**src/rtl/gi_gate_ctrl.sv**
```systemverilog
// Gated-integrator window controller: on a trigger, skips a programmed number
// of ADC samples, forwards a gate of samples to an external integrator, then
// captures the integrator sum into a result register with a ready/valid handshake.
//
// state    | meaning
// IDLE     | waiting for trig, shadows may be reloaded
// DELAY    | counting din_vld pulses before the gate opens
// GATE     | forwarding samples to the integrator
// WAIT_SUM | waiting up to 16 cycles for gi_valid
// HOLDOFF  | dead time before re-arming
module gi_gate_ctrl #(
  parameter int P_NBITS_DATA_IN  = 14,
  parameter int P_NBITS_DATA_OUT = 20,
  parameter int P_NBITS_ADDR     = 6,
  parameter int P_NBITS_DLY      = 8
) (
  input  logic                        clk,
  input  logic                        rst,
  input  logic [P_NBITS_DLY-1:0]      cfg_delay,
  input  logic [P_NBITS_ADDR-1:0]     cfg_gate,
  input  logic [P_NBITS_DLY-1:0]      cfg_holdoff,
  input  logic                        cfg_load,
  input  logic                        trig,
  input  logic                        din_vld,
  input  logic [P_NBITS_DATA_IN-1:0]  din,
  output logic [P_NBITS_ADDR-1:0]     gi_n,
  output logic                        gi_wr,
  output logic [P_NBITS_DATA_IN-1:0]  gi_d,
  input  logic [P_NBITS_DATA_OUT-1:0] gi_sum,
  input  logic                        gi_valid,
  output logic [P_NBITS_DATA_OUT-1:0] res_data,
  output logic                        res_vld,
  input  logic                        res_rdy,
  output logic                        busy,
  output logic [7:0]                  drop_cnt,
  output logic                        tmo
);

  localparam logic [2:0] S_IDLE     = 3'd0;
  localparam logic [2:0] S_DELAY    = 3'd1;
  localparam logic [2:0] S_GATE     = 3'd2;
  localparam logic [2:0] S_WAIT_SUM = 3'd3;
  localparam logic [2:0] S_HOLDOFF  = 3'd4;

  // gi_valid must arrive within 16 WAIT_SUM cycles (timer runs 15..0)
  localparam logic [3:0] C_TMO_LOAD = 4'd15;
  localparam logic [P_NBITS_DLY-1:0]  C_DLY_ONE  = P_NBITS_DLY'(1);
  localparam logic [P_NBITS_ADDR-1:0] C_GATE_ONE = P_NBITS_ADDR'(1);
  localparam logic [P_NBITS_ADDR-1:0] C_GATE_RST = P_NBITS_ADDR'(16);

  logic [2:0]              state;
  logic [P_NBITS_DLY-1:0]  sh_delay, sh_holdoff, cap_delay, cap_holdoff, dly_cnt;
  logic [P_NBITS_ADDR-1:0] sh_gate, cap_gate, gate_cnt;
  logic [3:0]              tmr_cnt;
  logic                    pend, trig_q;
  logic                    in_idle, fwd, capture, drop_trig, drop_res, drop_ev;

  assign in_idle   = (state == S_IDLE);
  assign busy      = ~in_idle;
  assign gi_n      = sh_gate;
  assign fwd       = (state == S_GATE) & din_vld;
  assign capture   = (state == S_WAIT_SUM) & gi_valid;
  // In IDLE a zero-length gate rejects the trigger level; elsewhere only new edges count
  assign drop_trig = in_idle ? (trig & (sh_gate == '0)) : (trig & ~trig_q);
  assign drop_res  = capture & res_vld & ~res_rdy;
  assign drop_ev   = drop_trig | drop_res;

  // Shadow configuration: direct load in IDLE, otherwise park it until IDLE
  always_ff @(posedge clk) begin
    if (rst) begin
      sh_delay    <= '0;
      sh_gate     <= C_GATE_RST;
      sh_holdoff  <= '0;
      cap_delay   <= '0;
      cap_gate    <= '0;
      cap_holdoff <= '0;
      pend        <= 1'b0;
    end else if (cfg_load && in_idle) begin
      sh_delay   <= cfg_delay;
      sh_gate    <= cfg_gate;
      sh_holdoff <= cfg_holdoff;
      pend       <= 1'b0;
    end else if (cfg_load) begin
      cap_delay   <= cfg_delay;
      cap_gate    <= cfg_gate;
      cap_holdoff <= cfg_holdoff;
      pend        <= 1'b1;
    end else if (pend && in_idle) begin
      sh_delay   <= cap_delay;
      sh_gate    <= cap_gate;
      sh_holdoff <= cap_holdoff;
      pend       <= 1'b0;
    end
  end

  // Sequencing FSM with down-counters for delay, gate, timeout and holdoff
  always_ff @(posedge clk) begin
    if (rst) begin
      state    <= S_IDLE;
      dly_cnt  <= '0;
      gate_cnt <= '0;
      tmr_cnt  <= '0;
      tmo      <= 1'b0;
    end else begin
      case (state)
        S_IDLE: begin
          if (trig && (sh_gate != '0)) begin
            state   <= S_DELAY;
            dly_cnt <= sh_delay;
          end
        end
        S_DELAY: begin
          if (dly_cnt == '0) begin
            state    <= S_GATE;
            gate_cnt <= sh_gate;
          end else if (din_vld) begin
            dly_cnt <= dly_cnt - C_DLY_ONE;
            if (dly_cnt == C_DLY_ONE) begin
              state    <= S_GATE;
              gate_cnt <= sh_gate;
            end
          end
        end
        S_GATE: begin
          if (din_vld) begin
            gate_cnt <= gate_cnt - C_GATE_ONE;
            if (gate_cnt == C_GATE_ONE) begin
              state   <= S_WAIT_SUM;
              tmr_cnt <= C_TMO_LOAD;
            end
          end
        end
        S_WAIT_SUM: begin
          if (gi_valid) begin
            state   <= S_HOLDOFF;
            dly_cnt <= sh_holdoff;
          end else if (tmr_cnt == '0) begin
            tmo     <= 1'b1;
            state   <= S_HOLDOFF;
            dly_cnt <= sh_holdoff;
          end else begin
            tmr_cnt <= tmr_cnt - 4'd1;
          end
        end
        S_HOLDOFF: begin
          if (dly_cnt == '0) state <= S_IDLE;
          else               dly_cnt <= dly_cnt - C_DLY_ONE;
        end
        default: state <= S_IDLE;
      endcase
    end
  end

  // Sample forwarding to the integrator and trigger edge history
  always_ff @(posedge clk) begin
    if (rst) begin
      gi_wr  <= 1'b0;
      gi_d   <= '0;
      trig_q <= 1'b0;
    end else begin
      gi_wr  <= fwd;
      trig_q <= trig;
      if (fwd) gi_d <= din;
    end
  end

  // Result register, handshake and saturating drop counter
  always_ff @(posedge clk) begin
    if (rst) begin
      res_data <= '0;
      res_vld  <= 1'b0;
      drop_cnt <= 8'd0;
    end else begin
      if (capture && (!res_vld || res_rdy)) begin
        res_data <= gi_sum;
        res_vld  <= 1'b1;
      end else if (res_vld && res_rdy) begin
        res_vld <= 1'b0;
      end
      if (drop_ev && (drop_cnt != 8'hFF)) drop_cnt <= drop_cnt + 8'd1;
    end
  end

endmodule
```
**config.mk**
```make
export PLATFORM = sky130hd
export DESIGN_NAME = gi_gate_ctrl
export DESIGN_NICKNAME = d
export VERILOG_FILES = /design/src/rtl/gi_gate_ctrl.sv
export SDC_FILE = /design/constraint.sdc
export NUM_CORES = 1
export LEC_CHECK = 0
export BUFFER_PORTS_ARGS = -buffer_cell sky130_fd_sc_hd__clkbuf_2
export CAP_MARGIN = 0
export CORE_MARGIN = 8
export CORE_UTILIZATION = 35
export DETAILED_ROUTE_END_ITERATION = 10
export SLEW_MARGIN = 10
export SYNTH_ARGS = -nofsm -noshare
export SYNTH_HDL_FRONTEND = slang
export SYNTH_SLANG_ARGS = --single-unit
export TNS_END_PERCENT = 50
```
**constraint.sdc**
```tcl
create_clock -name clk -period 2.77 [get_ports clk]
set_clock_uncertainty 0.05 [all_clocks]
set_input_delay 0.1385 -clock clk [delete_from_list [all_inputs] [get_ports clk]]
set_output_delay 0.1385 -clock clk [all_outputs]
set_load 0.02 [all_outputs]
```
## Word-level counts from Yosys, hierarchy flattened

Index checks and enable logic that the tools add are counted.

- $add $sub $neg: 4
- Equal/unequal tests: 20
- Multiplexer cells: 41
- Bitwise operators: 12
- Reductions and logical operators: 27

Operator list:

| kind | count |
|---|---|
| 2-to-1 mux 8 bit | 12 |
| 2-to-1 mux 6 bit | 7 |
| one-hot mux 8 bit (4 select lines) | 1 |
| 2-to-1 mux 3 bit | 9 |
| 2-to-1 mux 4 bit | 4 |
| one-hot mux 3 bit (5 select lines) | 1 |
| inequality test 2 bit (second input constant) | 7 |
| one-hot mux 6 bit (2 select lines) | 1 |
| nonzero test 2 bit | 5 |
| adder 8 x 1 -> 8 bit (second input constant) | 1 |
| equality test 8 x 1 -> 1 bit (second input constant) | 1 |
| logical NOT 8 bit | 1 |
| inequality test 8 bit (second input constant) | 1 |
| one-hot mux 4 bit (2 select lines) | 1 |
| subtractor 8 x 1 -> 8 bit (second input constant) | 1 |
| AND reduction 7 bit | 1 |
| AND 1 bit | 6 |
| equality test 3 x 2 -> 1 bit (second input constant) | 2 |
| equality test 6 x 1 -> 1 bit (second input constant) | 1 |
| logical AND 1 bit | 6 |
| logical NOT 6 bit | 1 |
| inequality test 2 x 1 -> 1 bit (second input constant) | 3 |
| inequality test 3 bit (second input constant) | 2 |
| AND reduction 6 bit | 1 |
| other kinds (19) | 28 |

- Bits in registers: 112
- Input port bits: 63
- Word-level logic and storage cells: 122

## Longest topological paths before layout

- Depth in word-level cells: 6
- Gate-level depth with buffers: 8

## Least setup slack after synthesis

OpenSTA, ideal clock, no wires.

- Path type: reg-to-reg
- Start point: register dly_cnt[4]
- End point: register gate_cnt[5]
- Arrival: 1873 ps
- Slack: 713 ps
- Cell stages (with the launch flop): 6
- Buffers on the path: 0
- Clock period less this slack: 2057 ps
- Cell sequence: dfxtp_1 -> or4_4 -> or4_4 -> o21a_2 -> a21oi_1 -> o32ai_2

- Word-level cells in the longest chain between the ends: 3

RTL lines:

| element | RTL line | source |
|---|---|---|
| start, declared | 52 | `logic [P_NBITS_DLY-1:0] sh_delay, sh_holdoff, cap_delay, cap_holdoff, dly_cnt;` |
| start signal, assigned | 109 | `dly_cnt <= sh_delay;` |
| start signal, assigned | 117 | `dly_cnt <= dly_cnt - C_DLY_ONE;` |
| start signal, assigned | 136 | `dly_cnt <= sh_holdoff;` |
| equality test 8 x 1 -> 1 bit / logical NOT 8 bit (equally long branches) | 118, 113 |  |
| inequality test 3 bit (no line) / 2-to-1 mux 6 bit (equally long branches) | - |  |
| AND reduction 4 bit (no line) / one-hot mux 6 bit (2 select lines) (equally long branches) | - |  |
| end signal, assigned | 115 | `gate_cnt <= sh_gate;` |
| end signal, assigned | 120 | `gate_cnt <= sh_gate;` |
| end signal, assigned | 126 | `gate_cnt <= gate_cnt - C_GATE_ONE;` |
| end, declared | 53 | `logic [P_NBITS_ADDR-1:0] sh_gate, cap_gate, gate_cnt;` |

Parallel ways exist; a longest one is shown, timed or not.
A chain may end at the register's enable or synchronous reset.

## Worst setup path in the final report

- Start point: register state[0]
- End point: register dly_cnt[2]

- Word-level cells in the longest chain between the ends: 3

RTL lines:

| element | RTL line | source |
|---|---|---|
| start, declared | 51 | `logic [2:0] state;` |
| start signal, assigned | 99 | `state <= S_IDLE;` |
| start signal, assigned | 108 | `state <= S_DELAY;` |
| start signal, assigned | 114 | `state <= S_GATE;` |
| equality test 3 x 2 -> 1 bit (tied with other cells) | 105 | `case (state)` |
| inequality test 3 x 2 -> 1 bit (no line) (tied with other cells) | - |  |
| AND reduction 6 bit (no line) | - |  |

Parallel ways exist; a longest one is shown, timed or not.

==> impl_metrics.tcl <==
set metrics [dict create \
    synth_area_leader_cell "dfxtp_1" \
    rsz0062_at_grt "no" \
    drcViolationCount 0 \
    synth-seq-cells 112 \
    cts_setup_buffers 0 \
    regArea_um2 2240 \
    ff2ff_path_depth 6 \
    drv_cap 0 \
    path_clk_slew_ns 0.07 \
    grt.overflow.total 0 \
    cp-start-kind "flip-flop" \
    crit_top_cell "o21ai_0" \
    max_freq_mhz 421 \
    vias 5255 \
    cp.arrival_ns 2.55 \
    ys_types 62 \
    rr_startpoint "state[0]$_SDFFE_PP0P_" \
    cp_max_fo 26 \
    ys.flop_type "dfxtp_1" \
    synth_cells 653 \
    comb_power_share_pct 36.5 \
    coreArea_um2 14400 \
    cp.depth 6 \
    start_util_pct 35.5 \
    antenna_left 0 \
    crit_slowest_cell "nor2b_1" \
    hold_start "trig" \
    synth.net_count 723 \
    regToRegEndpoint "dly_cnt[2]$_SDFFE_PP0P_" \
    cp.required_ns 2.94 \
    maxSlewViolCount 0 \
    io_buffer_count 114 \
    die-area_um2 18700 \
    multi_input_area_um2 2620 \
    grt_pass1_wl_um 23800 \
    clock_path_buffers 2 \
    nets 878 \
    synth_area_per_cell_um2 7.81 \
    setup_violations 0 \
    crit_chain "buf_4, xor2_1, nor2b_1, o21ai_0, o2111ai_1, o21ai_0" \
    finalHoldViolations 0 \
    rows 44 \
    antenna_cells 0 \
    slew_headroom_pct 28.7 \
    area_growth_pct 32.4 \
    clock_power_share_pct 25.5 \
    synth_area_um2 5100 \
    final_common_cell "nand2_1" \
    dr.pass1.iters 5 \
    pwr_density_cell_nw_per_um2 831 \
    ys_warn_count 0 \
    synth_edf_count 0 \
    p_switching_w 0.00212 \
    power_w 0.00561 \
    dp_hpwl_um 10500 \
    drt_iter0_drc 402 \
    status "finished, final reports clean" \
    synth.area.top_cells "dfxtp_1 (44%), nand2_1 (9.9%), a21oi_1 (9.7%)" \
    htree_levels 3 \
    endpoint "dly_cnt[2]$_SDFFE_PP0P_" \
    path_buf_inv 1 \
    tns_ns 0 \
    clkLatencyLatePin_ns 0.35 \
    tritoncts "built" \
    synthArstFlopShare_pct 0 \
    via_per_inst 5.27 \
    wire_per_inst_um 15.3 \
    cts_resized 0 \
    pin_count 115 \
    min_period_ns 2.38 \
    place_congestion 0.887 \
    power_frac_seq_pct 38.0 \
    ir_drop_uv 356 \
    drive_above_1_share_pct 20.4 \
    reg2reg_slack_ns 0.39 \
    grt_pass1_vias 4777 \
    yosys.area.top_type_share_pct 44.0 \
    antenna_found_initial 0 \
    p_leak_nw 2.69 \
    die_h_um 137 \
    period_share_pct 85.8 \
    worstSetupPathType "reg -> reg" \
    numCtsBuffers 9 \
    fp.dieW_um 137 \
    p_int_w 0.00349 \
    swShare_pct 37.7 \
    grtUsageTotal_pct 15.8 \
    grt_max_degree 100 \
    mostFrequentLayoutCells "nand2_1 (135), clkbuf_2 (113), dfxtp_1 (112)" \
    critPathLaunch "state[0]$_SDFFE_PP0P_" \
    cp_top_family "compound AO/OA/AOI/OAI gates" \
    numClockSinks 112 \
    fill_cells 1386 \
    worst_setup_path_end_kind "flip-flop" \
    postRouteWirelength_um 15200 \
    synth_seq_area_share_pct 44.0 \
    hp-class "in -> reg" \
    critPathMaxStageDelay_ns 0.51 \
    worst_pin_slew_ns 1.07 \
    cts-root-buf "clkbuf_16" \
]
[flip-flops by register name (all words and copies together), names as in the netlist, 3 cells and up]
signal       flops
res_data        20
gi_d            14
cap_delay        8
cap_holdoff      8
dly_cnt          8
drop_cnt         8
sh_delay         8
sh_holdoff       8
cap_gate         6
gate_cnt         6
gi_n             6
tmr_cnt          4
state            3
[synthesized netlist by cell type, types with 2 or more instances]
library cell and instances:
nand4_1 4, o21ai_0 29, a221oi_1 2, buf_2 4
a211oi_1 8, nor3b_1 8, o22ai_1 20, o211ai_1 6
nor3_1 11, dfxtp_1 112, a21oi_1 99, and2_1 3
a22oi_1 3, or4_4 2, nand4b_1 2, mux2_2 5
o221ai_1 2, nand3_1 7, and3_1 4, ha_1 7
buf_1 5, clkbuf_1 34, a32o_1 2, nor2b_1 11
o311ai_0 4, or3_1 5, nand2b_1 8, inv_1 18
o41ai_1 2, o31ai_1 6, a311oi_1 3, or4_1 2
nor2_1 47, a22o_1 2, or3b_2 4, nand2_1 135
nand3b_1 2
[how the worst min path moves through the flow]
stage | endpoint | slack (ns) | cells past startpoint
6_report | trig_q$_SDFF_PP0_ | 0.05 | 3
5_1_grt | trig_q$_SDFF_PP0_ | 0.07 | 3
2_1_floorplan | cap_gate[4]$_SDFFE_PP0P_ | 0.22 | 2
3_5_place_dp | res_data[0]$_SDFFE_PP0P_ | 0.32 | 3
3_3_place_gp | res_data[19]$_SDFFE_PP0P_ | 0.31 | 3
4_1_cts | trig_q$_SDFF_PP0_ | 0.03 | 3
[tightest hold or removal path: stages]
cell and delay, ns:
clkbuf_2 0.09, inv_1 0.11, nor2_1 0.07
[kinds of logic after synthesis]
family | share of synthesized area (%)
compound gates | 24.4
xor+xnor | 0.344
fa+ha+maj | 1.72
buf+inv | 4.74
flops | 44.0
mux | 1.30
simple gates | 23.5
[power by group through the flow]
stage	clock, W	sequential (W)	combinational [W]
final	0.00143	0.00213	0.00205
after global routing	0.00154	0.00216	0.00225
after CTS	0.00148	0.00212	0.00203
after detailed placement	0	0.00216	0.00195
after global placement	0	0.00215	0.00191
after floorplan	0	0.00212	0.00140
[layer usage]
layer | vias up | wire length (um) | global-route usage, %
met1 | 2465 | 6690 | 20.1
met5 | - | 0 | 0
met3 | 21 | 863 | 3.56
li1 | 2614 | - | -
met4 | 0 | 282 | 5.61
met2 | 155 | 7410 | 25.7
[final cells by class]
| class | count | area share, % |
|---|---|---|
| Multi-Input combinational cell | 478 | 38.7 |
| Sequential cell | 112 | 33.2 |
| Timing Repair Buffer | 187 | 18.6 |
| Clock buffer | 10 | 3.54 |
| Tap cell | 184 | 3.41 |
| Clock inverter | 6 | 1.33 |
| Inverter | 20 | 1.11 |
[through the flow]
stage	setup WS (ns)	cells	area (um2)	utilization, %	hold WS [ns]
floorplan	0.713	653	5100	-	0.224
global placement	0.558	925	5860	40.8	0.311
detailed placement	0.453	925	5860	40.8	0.316
CTS	0.441	997	6750	47.0	0.0330
global route	0.232	997	6750	47.0	0.0691
finish	0.393	997	6750	47.0	0.0543
[timing repair]
action,in CTS,in global routing
endpoints found under the setup margin,0,0
hold buffers,56,0
hold endpoints to repair,56,0
Power figures use the tool's default switching activity.
